File: config.mk
export PLATFORM = sky130hd
export DESIGN_NAME = dvi_sync_decoder
export DESIGN_NICKNAME = d
export VERILOG_FILES = /design/src/rtl/dvi_pkg.sv /design/src/rtl/dvi_crc16.sv /design/src/rtl/dvi_sync_decoder.sv
export SDC_FILE = /design/constraint.sdc
export NUM_CORES = 1
export LEC_CHECK = 0
export CAP_MARGIN = 40
export CORE_AREA = 2 2 98 100
export DETAILED_ROUTE_END_ITERATION = 12
export DIE_AREA = 0 0 100 102
export PLACE_DENSITY = 0.74
export SYNTH_ARGS = -nofsm -noshare
export SYNTH_HDL_FRONTEND = slang
export SYNTH_SLANG_ARGS = --single-unit
File: constraint.sdc
create_clock -name clk_i -period 3 [get_ports clk_i]
set_clock_uncertainty 0.1 [all_clocks]
set_input_delay 0.75 -clock clk_i [delete_from_list [all_inputs] [get_ports clk_i]]
set_output_delay 0.75 -clock clk_i [all_outputs]
set_load 0.02 [all_outputs]
File: src/rtl/dvi_pkg.sv
// Shared widths, default 640x480 timing and lock-FSM states for the DVI sink decoder.
// Also holds the CRC polynomial and a saturating coordinate increment helper.
package dvi_pkg;

  localparam int CORDW       = 10;
  localparam int H_ACTIVE    = 640;
  localparam int V_ACTIVE    = 480;
  localparam int H_TOTAL     = 800;
  localparam int LOCK_FRAMES = 2;

  localparam logic [CORDW-1:0] COR_MAX  = '1;
  localparam logic [15:0]      CRC_POLY = 16'h1021;

  typedef enum logic [1:0] {
    SEARCH,
    TRACK,
    LOCKED
  } sync_state_e;

  function automatic logic [CORDW-1:0] sat_inc(input logic [CORDW-1:0] v);
    return (v == COR_MAX) ? v : v + 1'b1;
  endfunction

endpackage

File: src/rtl/dvi_crc16.sv
// One CRC-16-CCITT step over a 12-bit {r,g,b} word, MSB first, purely combinational.
module dvi_crc16
  import dvi_pkg::*;
(
  input  logic [15:0] crc_i,
  input  logic [11:0] data_i,
  output logic [15:0] crc_o
);

  function automatic logic [15:0] crc_step(input logic [15:0] c_in, input logic [11:0] d);
    logic [15:0] c;
    logic        fb;
    c = c_in;
    for (int i = 11; i >= 0; i--) begin
      fb = c[15] ^ d[i];
      c  = {c[14:0], 1'b0} ^ (fb ? CRC_POLY : 16'h0000);
    end
    return c;
  endfunction

  assign crc_o = crc_step(crc_i, data_i);

endmodule

File: src/rtl/dvi_sync_decoder.sv
// DVI sink: recovers pixel coordinates, frame strobes and timing lock from hsync/vsync/de/RGB.
// Define DVI_CRC_EN to build the per-frame CRC-16 over active pixels.
module dvi_sync_decoder
  import dvi_pkg::*;
#(
  parameter int H_ACTIVE_P    = H_ACTIVE,
  parameter int V_ACTIVE_P    = V_ACTIVE,
  parameter int H_TOTAL_P     = H_TOTAL,
  parameter int LOCK_FRAMES_P = LOCK_FRAMES,
  parameter int HSYNC_POL_P   = 0,
  parameter int VSYNC_POL_P   = 0
) (
  input  logic             clk_i,
  input  logic             reset_i,
  input  logic             hsync_i,
  input  logic             vsync_i,
  input  logic             de_i,
  input  logic [3:0]       r_i,
  input  logic [3:0]       g_i,
  input  logic [3:0]       b_i,
  output logic             pix_valid_o,
  output logic [CORDW-1:0] sx_o,
  output logic [CORDW-1:0] sy_o,
  output logic [3:0]       pix_r_o,
  output logic [3:0]       pix_g_o,
  output logic [3:0]       pix_b_o,
  output logic             frame_o,
  output logic             locked_o,
  output logic             err_o,
  output logic [CORDW-1:0] h_total_o,
  output logic [CORDW-1:0] lines_o,
  output logic [15:0]      crc_o,
  output logic             crc_valid_o
);

  localparam logic [CORDW-1:0] H_ACT_C  = CORDW'(H_ACTIVE_P);
  localparam logic [CORDW-1:0] V_ACT_C  = CORDW'(V_ACTIVE_P);
  localparam logic [CORDW-1:0] H_TOT_C  = CORDW'(H_TOTAL_P);
  localparam logic [7:0]       LOCK_C   = 8'(LOCK_FRAMES_P);
  localparam logic             HS_POL_C = 1'(HSYNC_POL_P);
  localparam logic             VS_POL_C = 1'(VSYNC_POL_P);

  logic hs_act, vs_act, hs_edge, vs_edge, de_rise, de_fall;
  logic hs_act_q, vs_act_q, de_q;

  logic [CORDW-1:0] hcnt_q, hcnt_d, width_q, width_d;
  logic [CORDW-1:0] line_cnt_q, line_cnt_d, line_cnt_inc;
  logic             h_seen_q, h_seen_d, bad_q, bad_d, bad_now, frame_bad;

  logic             pix_valid_q, frame_q;
  logic [CORDW-1:0] sx_q, sx_d, sy_q, sy_d, h_total_q, h_total_d, lines_q, lines_d;
  logic [3:0]       pix_r_q, pix_g_q, pix_b_q;

  sync_state_e      state_q, state_d;
  logic [7:0]       good_q, good_d, good_inc;
  logic             locked_q, locked_d, err_q, err_d;

  assign hs_act  = (hsync_i == HS_POL_C);
  assign vs_act  = (vsync_i == VS_POL_C);
  assign hs_edge = hs_act & ~hs_act_q;
  assign vs_edge = vs_act & ~vs_act_q;
  assign de_rise = de_i & ~de_q;
  assign de_fall = ~de_i & de_q;

  // Line and frame measurement; the h_total check waits for a first reference edge.
  always_comb begin
    hcnt_d       = hs_edge ? CORDW'(1) : sat_inc(hcnt_q);
    h_seen_d     = h_seen_q | hs_edge;
    h_total_d    = (hs_edge && h_seen_q) ? hcnt_q : h_total_q;
    width_d      = de_i ? (de_rise ? CORDW'(1) : sat_inc(width_q)) : width_q;
    line_cnt_inc = de_fall ? sat_inc(line_cnt_q) : line_cnt_q;
    line_cnt_d   = vs_edge ? '0 : line_cnt_inc;
    lines_d      = vs_edge ? line_cnt_inc : lines_q;
    bad_now      = (de_fall && (width_q != H_ACT_C))
                 | (hs_edge && h_seen_q && (hcnt_q != H_TOT_C))
                 | (de_i && vs_act);
    frame_bad    = bad_q | bad_now | (line_cnt_inc != V_ACT_C);
    bad_d        = vs_edge ? 1'b0 : (bad_q | bad_now);
    sx_d         = de_i ? (de_rise ? '0 : sat_inc(sx_q)) : sx_q;
    sy_d         = de_i ? line_cnt_q : sy_q;
  end

  always_comb begin
    state_d  = state_q;
    good_d   = good_q;
    locked_d = locked_q;
    err_d    = err_q;
    good_inc = good_q + 8'd1;
    if (vs_edge) begin
      unique case (state_q)
        SEARCH: begin
          state_d = TRACK;
          good_d  = '0;
        end
        TRACK: begin
          if (frame_bad) begin
            good_d = '0;
          end else begin
            good_d = good_inc;
            if (good_inc >= LOCK_C) begin
              state_d  = LOCKED;
              locked_d = 1'b1;
            end
          end
        end
        LOCKED: begin
          if (frame_bad) begin
            state_d  = TRACK;
            good_d   = '0;
            locked_d = 1'b0;
            err_d    = 1'b1;
          end
        end
        default: state_d = SEARCH;
      endcase
    end
  end

  always_ff @(posedge clk_i) begin
    if (reset_i) begin
      hs_act_q    <= 1'b0;
      vs_act_q    <= 1'b0;
      de_q        <= 1'b0;
      hcnt_q      <= '0;
      width_q     <= '0;
      line_cnt_q  <= '0;
      h_seen_q    <= 1'b0;
      bad_q       <= 1'b0;
      pix_valid_q <= 1'b0;
      frame_q     <= 1'b0;
      sx_q        <= '0;
      sy_q        <= '0;
      pix_r_q     <= '0;
      pix_g_q     <= '0;
      pix_b_q     <= '0;
      h_total_q   <= '0;
      lines_q     <= '0;
      state_q     <= SEARCH;
      good_q      <= '0;
      locked_q    <= 1'b0;
      err_q       <= 1'b0;
    end else begin
      hs_act_q    <= hs_act;
      vs_act_q    <= vs_act;
      de_q        <= de_i;
      hcnt_q      <= hcnt_d;
      width_q     <= width_d;
      line_cnt_q  <= line_cnt_d;
      h_seen_q    <= h_seen_d;
      bad_q       <= bad_d;
      pix_valid_q <= de_i;
      frame_q     <= vs_edge;
      sx_q        <= sx_d;
      sy_q        <= sy_d;
      pix_r_q     <= r_i;
      pix_g_q     <= g_i;
      pix_b_q     <= b_i;
      h_total_q   <= h_total_d;
      lines_q     <= lines_d;
      state_q     <= state_d;
      good_q      <= good_d;
      locked_q    <= locked_d;
      err_q       <= err_d;
    end
  end

  assign pix_valid_o = pix_valid_q;
  assign sx_o        = sx_q;
  assign sy_o        = sy_q;
  assign pix_r_o     = pix_r_q;
  assign pix_g_o     = pix_g_q;
  assign pix_b_o     = pix_b_q;
  assign frame_o     = frame_q;
  assign locked_o    = locked_q;
  assign err_o       = err_q;
  assign h_total_o   = h_total_q;
  assign lines_o     = lines_q;

`ifdef DVI_CRC_EN
  localparam logic [15:0] CRC_INIT_C = 16'hFFFF;

  logic [15:0] crc_acc_q, crc_acc_d, crc_step, crc_cur, crc_out_q;
  logic        crc_valid_q;

  dvi_crc16 u_crc (
    .crc_i  (crc_acc_q),
    .data_i ({r_i, g_i, b_i}),
    .crc_o  (crc_step)
  );

  // A de cycle coinciding with the frame edge still belongs to the closing frame.
  assign crc_cur   = de_i ? crc_step : crc_acc_q;
  assign crc_acc_d = vs_edge ? CRC_INIT_C : crc_cur;

  always_ff @(posedge clk_i) begin
    if (reset_i) begin
      crc_acc_q   <= CRC_INIT_C;
      crc_out_q   <= '0;
      crc_valid_q <= 1'b0;
    end else begin
      crc_acc_q   <= crc_acc_d;
      crc_valid_q <= vs_edge;
      if (vs_edge) begin
        crc_out_q <= crc_cur;
      end
    end
  end

  assign crc_o       = crc_out_q;
  assign crc_valid_o = crc_valid_q;
`else
  assign crc_o       = '0;
  assign crc_valid_o = 1'b0;
`endif

endmodule

# Word level (Yosys, flattened, before mapping)
# Cells that the tools add are included.
# W data, S select, Z words.
# classes
addsub	5
n_lt_le_gt_ge	1
n_eq_ne	15
mux	19
n_bitwise	15
reduce_logical	15
# op_table
cell	n
$mux W10	6
$add A10 B1 Y10 const B	4
$eq A10 B10 Y1 const B	4
$pmux W8 S3	1
$ne A10 B10 Y1 const B	2
$mux W8	2
$ne A2 B2 Y1 const B	6
$ne A10 B9 Y1 const B	1
$add A8 B1 Y8 const B	1
$ge A8 B2 Y1 const B	1
$mux W2	3
$not A1 Y1	6
$pmux W2 S3	1
$reduce_and A3 Y1	2
$mux W1	5
$or A1 B1 Y1	5
$reduce_and A5 Y1	1
$and A1 B1 Y1	4
$logic_and A1 B1 Y1	4
$reduce_and A2 Y1	2
$reduce_and A4 Y1	1
$reduce_or A2 Y1	2
$reduce_bool A3 Y1	1
$eq A2 B1 Y1 const B	1
4 further kinds	4
# totals
reg_bits	100
in_bits	17
out_inout_bits	73
elab_cells	91

# Logic depth before layout (Yosys ltp)
# logic_depth
ltp_word	10
ltp_mapped	10
ltp_nobuf	8

# Worst setup path after synthesis
# No wires, ideal clock.
# synth_path
path_kind	input -> register
from	input port de_i
to	register good_q[1]
setup_ps	74
t_arrival_ps	2615
t_required_ps	2826
path_slack_ps	211
path_stages	8
path_buffers	1
cell_sequence	buf_6 > nand4b_2 > o31a_2 > nor3_2 > o211a_1 > nand3_1 > or4_1 > o21ai_0
# synth_between
elab_chain_len	9
elab_cells_between_ends	14
classes_between	eq/ne (2); mux (3); bitwise (6); reduce/logical (3)
# synth_rtl
item	line_no	source
from (decl)	dvi_sync_decoder.sv:17	input logic de_i,
$not A1 Y1	dvi_sync_decoder.sv:63	assign de_fall = ~de_i & de_q;
$and A1 B1 Y1	dvi_sync_decoder.sv:63	
$logic_and A1 B1 Y1	dvi_sync_decoder.sv:74	bad_now = (de_fall && (width_q != H_ACT_C))
$or A1 B1 Y1	dvi_sync_decoder.sv:75	| (hs_edge && h_seen_q && (hcnt_q != H_TOT_C))
$or A1 B1 Y1	dvi_sync_decoder.sv:76	| (de_i && vs_act);
$or A1 B1 Y1	dvi_sync_decoder.sv:77	frame_bad = bad_q | bad_now | (line_cnt_inc != V_ACT_C);
$or A1 B1 Y1 (*)	dvi_sync_decoder.sv:77	
$mux W8 or $ne A2 B2 Y1 (tied branches)	-	
$pmux W8 S3 or $reduce_and A3 Y1 (tied branches)	-	
to (signal assigned)	dvi_sync_decoder.sv:161	good_q <= good_d;
to (decl)	dvi_sync_decoder.sv:55	logic [7:0] good_q, good_d, good_inc;
# Every way passes the cells marked *; elsewhere a longest branch is shown, timed or not.
# A chain may end at the register's enable or synchronous reset.

# Worst setup path in the final report
# layout_path
from	input port de_i
to	register good_q[4]
# Same word-level chain as after synthesis.

==> summary.md <==
| Metric | Value |
|---|---|
| Global placement routability congestion | `0.917` |
| F_max | `0.350 GHz` |
| Vias in the first global route | `approximately 3600` |
| RSZ-0062 raised after global routing | `no` |
| Core area | `about 9100 sq um` |
| Sw frac | `0.246` |
| Routed Antenna Nets | `0` |
| Total power draw | `about 2.5 mW` |
| P_sw | `~0.6 mW` |
| Tcrit/Tclk final | `0.953` |
| Crit path max fanout | `7` |
| Arrival time at the worst endpoint | `3.01 ns` |
| CTS tree | `yes` |
| Final number of setup-violating endpoints | `0` |
| Synth Area per Inst | `~8.9 sq um` |
| Largest net degree at the start of global routing | `25` |
| Drt first pass iters | `4` |
| Port Buffers | `between 70 and 80` |
| Distinct cell type count after synthesis | `between 60 and 70` |
| Reg2reg path depth | `8` |
| Critical path depth | `10` |
| VDD IR-drop max | `between 0.2 and 0.25 mV` |
| Final #Nets | `slightly above 600` |
| Combinational Power Share | `0.095` |
| Cells after Synth | `around 500` |
| Clk pin slew, worst setup/hold paths | `around 0.090 ns` |
| Avg WL per Cell | `approximately 14 microns` |
| Outcome | `finished clean` |
| Worst-Skew Late Latency | `0.36 ns` |
| Leak | `2.05 nW` |
| Clock root buffer | `clkbuf_8` |
| Crit-path slowest cell | `clkdlybuf4s50_1` |
| Synth Flop Type | `dfxtp_1` |
| First-pass GRT wire length | `16200 microns` |
| Via density | `roughly 5.3` |
| Post-CTS Setup Repair Bufs | `0` |
| Yosys reg bits | `100` |
| Routed wire length | `between 9000 and 10000 microns` |
| Finished Layout Cells | `706` |
| Setup crit start kind | `input port` |
| # clock sinks | `100` |
| Starting DRC count in detailed routing | `89` |
| Hold path depth | `2` |
| Total GRT Usage | `0.196` |
| Ant. Diodes | `0` |
| Ys Warns | `0` |
| IO Count | `90` |
| Die Area | `10200 sq um` |
| Hpwl dp | `7180 microns` |
| Rows | `35` |
| Area grow syn2layout | `23.5%` |
| Die Y | `102 microns` |
| Final Hold Fails | `0` |
| Most Frequent Cell on Critical Path | `buf_4` |
| Share of cells above drive strength 1 | `0.0975` |
| Number of max-cap violations | `0` |
| Post-synth EDFFs | `0` |
| Clock Power Share | `0.346` |
| Crit-path cells | `clkdlybuf4s50_1 -> buf_4 -> nand2b_1 -> nor4_1 -> buf_4 -> nor3_2 -> o211a_1 -> a41o_1 -> and2_4 -> a211o_1` |
| Final worst path period need | `between 2 and 3 ns` |
| Grt total ovfl | `0` |
| Final Slew Violations | `0` |
| Final Core Density | `0.605` |
| Hold/Removal Path Class | `register to register` |
| Mapped Area | `around 4500 sq um` |
| Crit path buffers/inverters | `3` |
| Internal power | `1.86 mW` |
| WP data required | `3.15 ns` |
| Critical path type | `input port to register` |
| Asr flop ratio synth | `0` |
| DIE WIDTH | `around 100 microns` |
| TritonCTS Buffers | `9` |
| H-tree depth | `3` |
| Power Density | `about 450 nW/um^2` |
| PostCTS Resize Cnt | `0` |
| Clock Path Buffers | `2` |
| Hold-fix buffers, CTS | `0` |
| Number of antenna violations at the first check in global routing | `0` |
| Post-synthesis sequential area ratio | `0.449` |
| DP Cell Count | `approximately 700` |
| Seq pwr share | `0.559` |
| CP max stage delay | `~0.43 ns` |
| Slew @ Worst Pin | `0.744 ns` |
| Crit. End Element | `register` |
| Via count | `3734` |
| DRC errors left | `0` |
| Slew HR | `0.499` |
| Starting density of the core | `0.490` |
| CP top delay family | `compound AO/OA/AOI/OAI gates` |
-- area by class of cell --
cell class                 instances  area, sq um
timing repair buffer              98          911
sequential                       100         2000
multi-input combinational        367         2210
clock inverter                     3         46.3
clock buffer                      13          149
fill                             812         3600
tap                              111          139
inverter                          14         52.6
-- layer usage --
layer  global-route usage  part of all wire
met2                0.337              0.50
met5                    0                 0
met1                0.246              0.46
met3               0.0479             0.032
met4               0.0580             0.011
-- power groups by stage --
| stage | logic [mW] | clock network, mW | registers [mW] |
|---|---|---|---|
| after floorplan | 0.169 | 0 | 1.41 |
| after global placement | 0.229 | 0 | 1.41 |
| after detailed placement | 0.235 | 0 | 1.41 |
| after CTS | 0.235 | 0.874 | 1.38 |
| after global routing | 0.259 | 0.941 | 1.38 |
| final | 0.235 | 0.853 | 1.38 |
-- flip-flops by register name, indices dropped and copies added, names as in the netlist, 2 cells and up --
register    cells
hcnt_q         10
line_cnt_q     10
sy_o           10
pix_g_o         4
state_q         2
lines_o        10
pix_b_o         4
pix_r_o         4
width_q        10
good_q          8
h_total_o      10
sx_o           10
-- cells in the mapped netlist, drive strengths merged, types with 3 or more instances --
| cell type | n | area share |
|---|---|---|
| nor2 | 60 | 0.050 |
| clkbuf | 12 | 0.010 |
| buf | 25 | 0.047 |
| and3 | 6 | 0.0090 |
| nand3 | 24 | 0.031 |
| or4 | 3 | 0.0050 |
| nor4b | 6 | 0.012 |
| xnor2 | 6 | 0.012 |
| a21oi | 21 | 0.024 |
| nor3b | 3 | 0.0050 |
| nand4 | 11 | 0.015 |
| or3 | 8 | 0.011 |
| nand2b | 6 | 0.0084 |
| mux2i | 14 | 0.031 |
| xor2 | 16 | 0.031 |
| and2 | 4 | 0.0062 |
| nand2 | 54 | 0.045 |
| ha | 8 | 0.022 |
| inv | 14 | 0.012 |
| a211o | 3 | 0.0059 |
| o21a | 3 | 0.0050 |
| or2 | 3 | 0.0042 |
| o21ai | 20 | 0.022 |
| nor2b | 13 | 0.018 |
| dfxtp | 100 | 0.45 |
| a21o | 4 | 0.0076 |
| nor4 | 11 | 0.015 |
| nor3 | 10 | 0.012 |
| a41oi | 3 | 0.0059 |
-- layout by cell type, fill, tap and decap left out, types with 4 or more instances in the layout --
cell type        Yosys  final
dfxtp_1            100    100
clkdlybuf4s50_1      0     71
nor2_1              60     60
nand2_1             54     54
buf_4               17     26
nand3_1             22     22
a21oi_1             21     21
o21ai_0             18     18
conb_1               1     17
xor2_1              16     16
inv_1               14     14
mux2i_1             14     14
nor2b_1             13     13
nand4_1             11     11
nor4_1              11     11
clkbuf_8             0     10
nor3_1               9      9
or3_1                8      8
ha_1                 8      8
nand2b_1             6      6
xnor2_1              6      6
nor4b_1              6      6
and3_1               4      4
-- metrics by stage --
| step | cell area (sq um) | setup WS (ns) | hold slack [ns] | setup TNS [ns] |
|---|---|---|---|---|
| floorplan | 4520 | 0.211 | 0.354 | 0 |
| global placement | 5310 | -0.120 | 0.336 | -0.747 |
| detailed placement | 5310 | -0.197 | 0.347 | -1.65 |
| CTS | 5510 | 0.166 | 0.365 | 0 |
| global route | 5510 | 0.0135 | 0.380 | 0 |
| finish | 5510 | 0.142 | 0.360 | 0 |
-- worst reg2reg max path: stages (launching register included) --
cell and delay (ns):
dfxtp_1 0.50, ha_1 0.23, nand3_1 0.15, o311a_1 0.44
and3b_1 0.18, o211a_1 0.29, a41o_1 0.29, and2_4 0.19
a211o_1 0.29
-- cells by family after synthesis --
family	synth area share
buffers and inverters	0.0693
and+or+nand+nor	0.266
AOI/OAI and AO/OA	0.112
muxes	0.0365
DFF	0.449
xor gates and xnor gates	0.0432
adders and majority gates	0.0224
other	0.000841
-- final timing paths --
path	from	end	slack [ns]
max	de_i	good_q[4]$_SDFFE_PP0P_	0.14
min	h_total_o[6]$_SDFFE_PP0P_	h_total_o[6]$_SDFFE_PP0P_	0.36
max reg2reg	line_cnt_q[0]$_SDFF_PP0_	good_q[4]$_SDFFE_PP0P_	0.24
min reg2reg	h_total_o[6]$_SDFFE_PP0P_	h_total_o[6]$_SDFFE_PP0P_	0.36
Note: power is estimated with default switching activity, not from simulation.
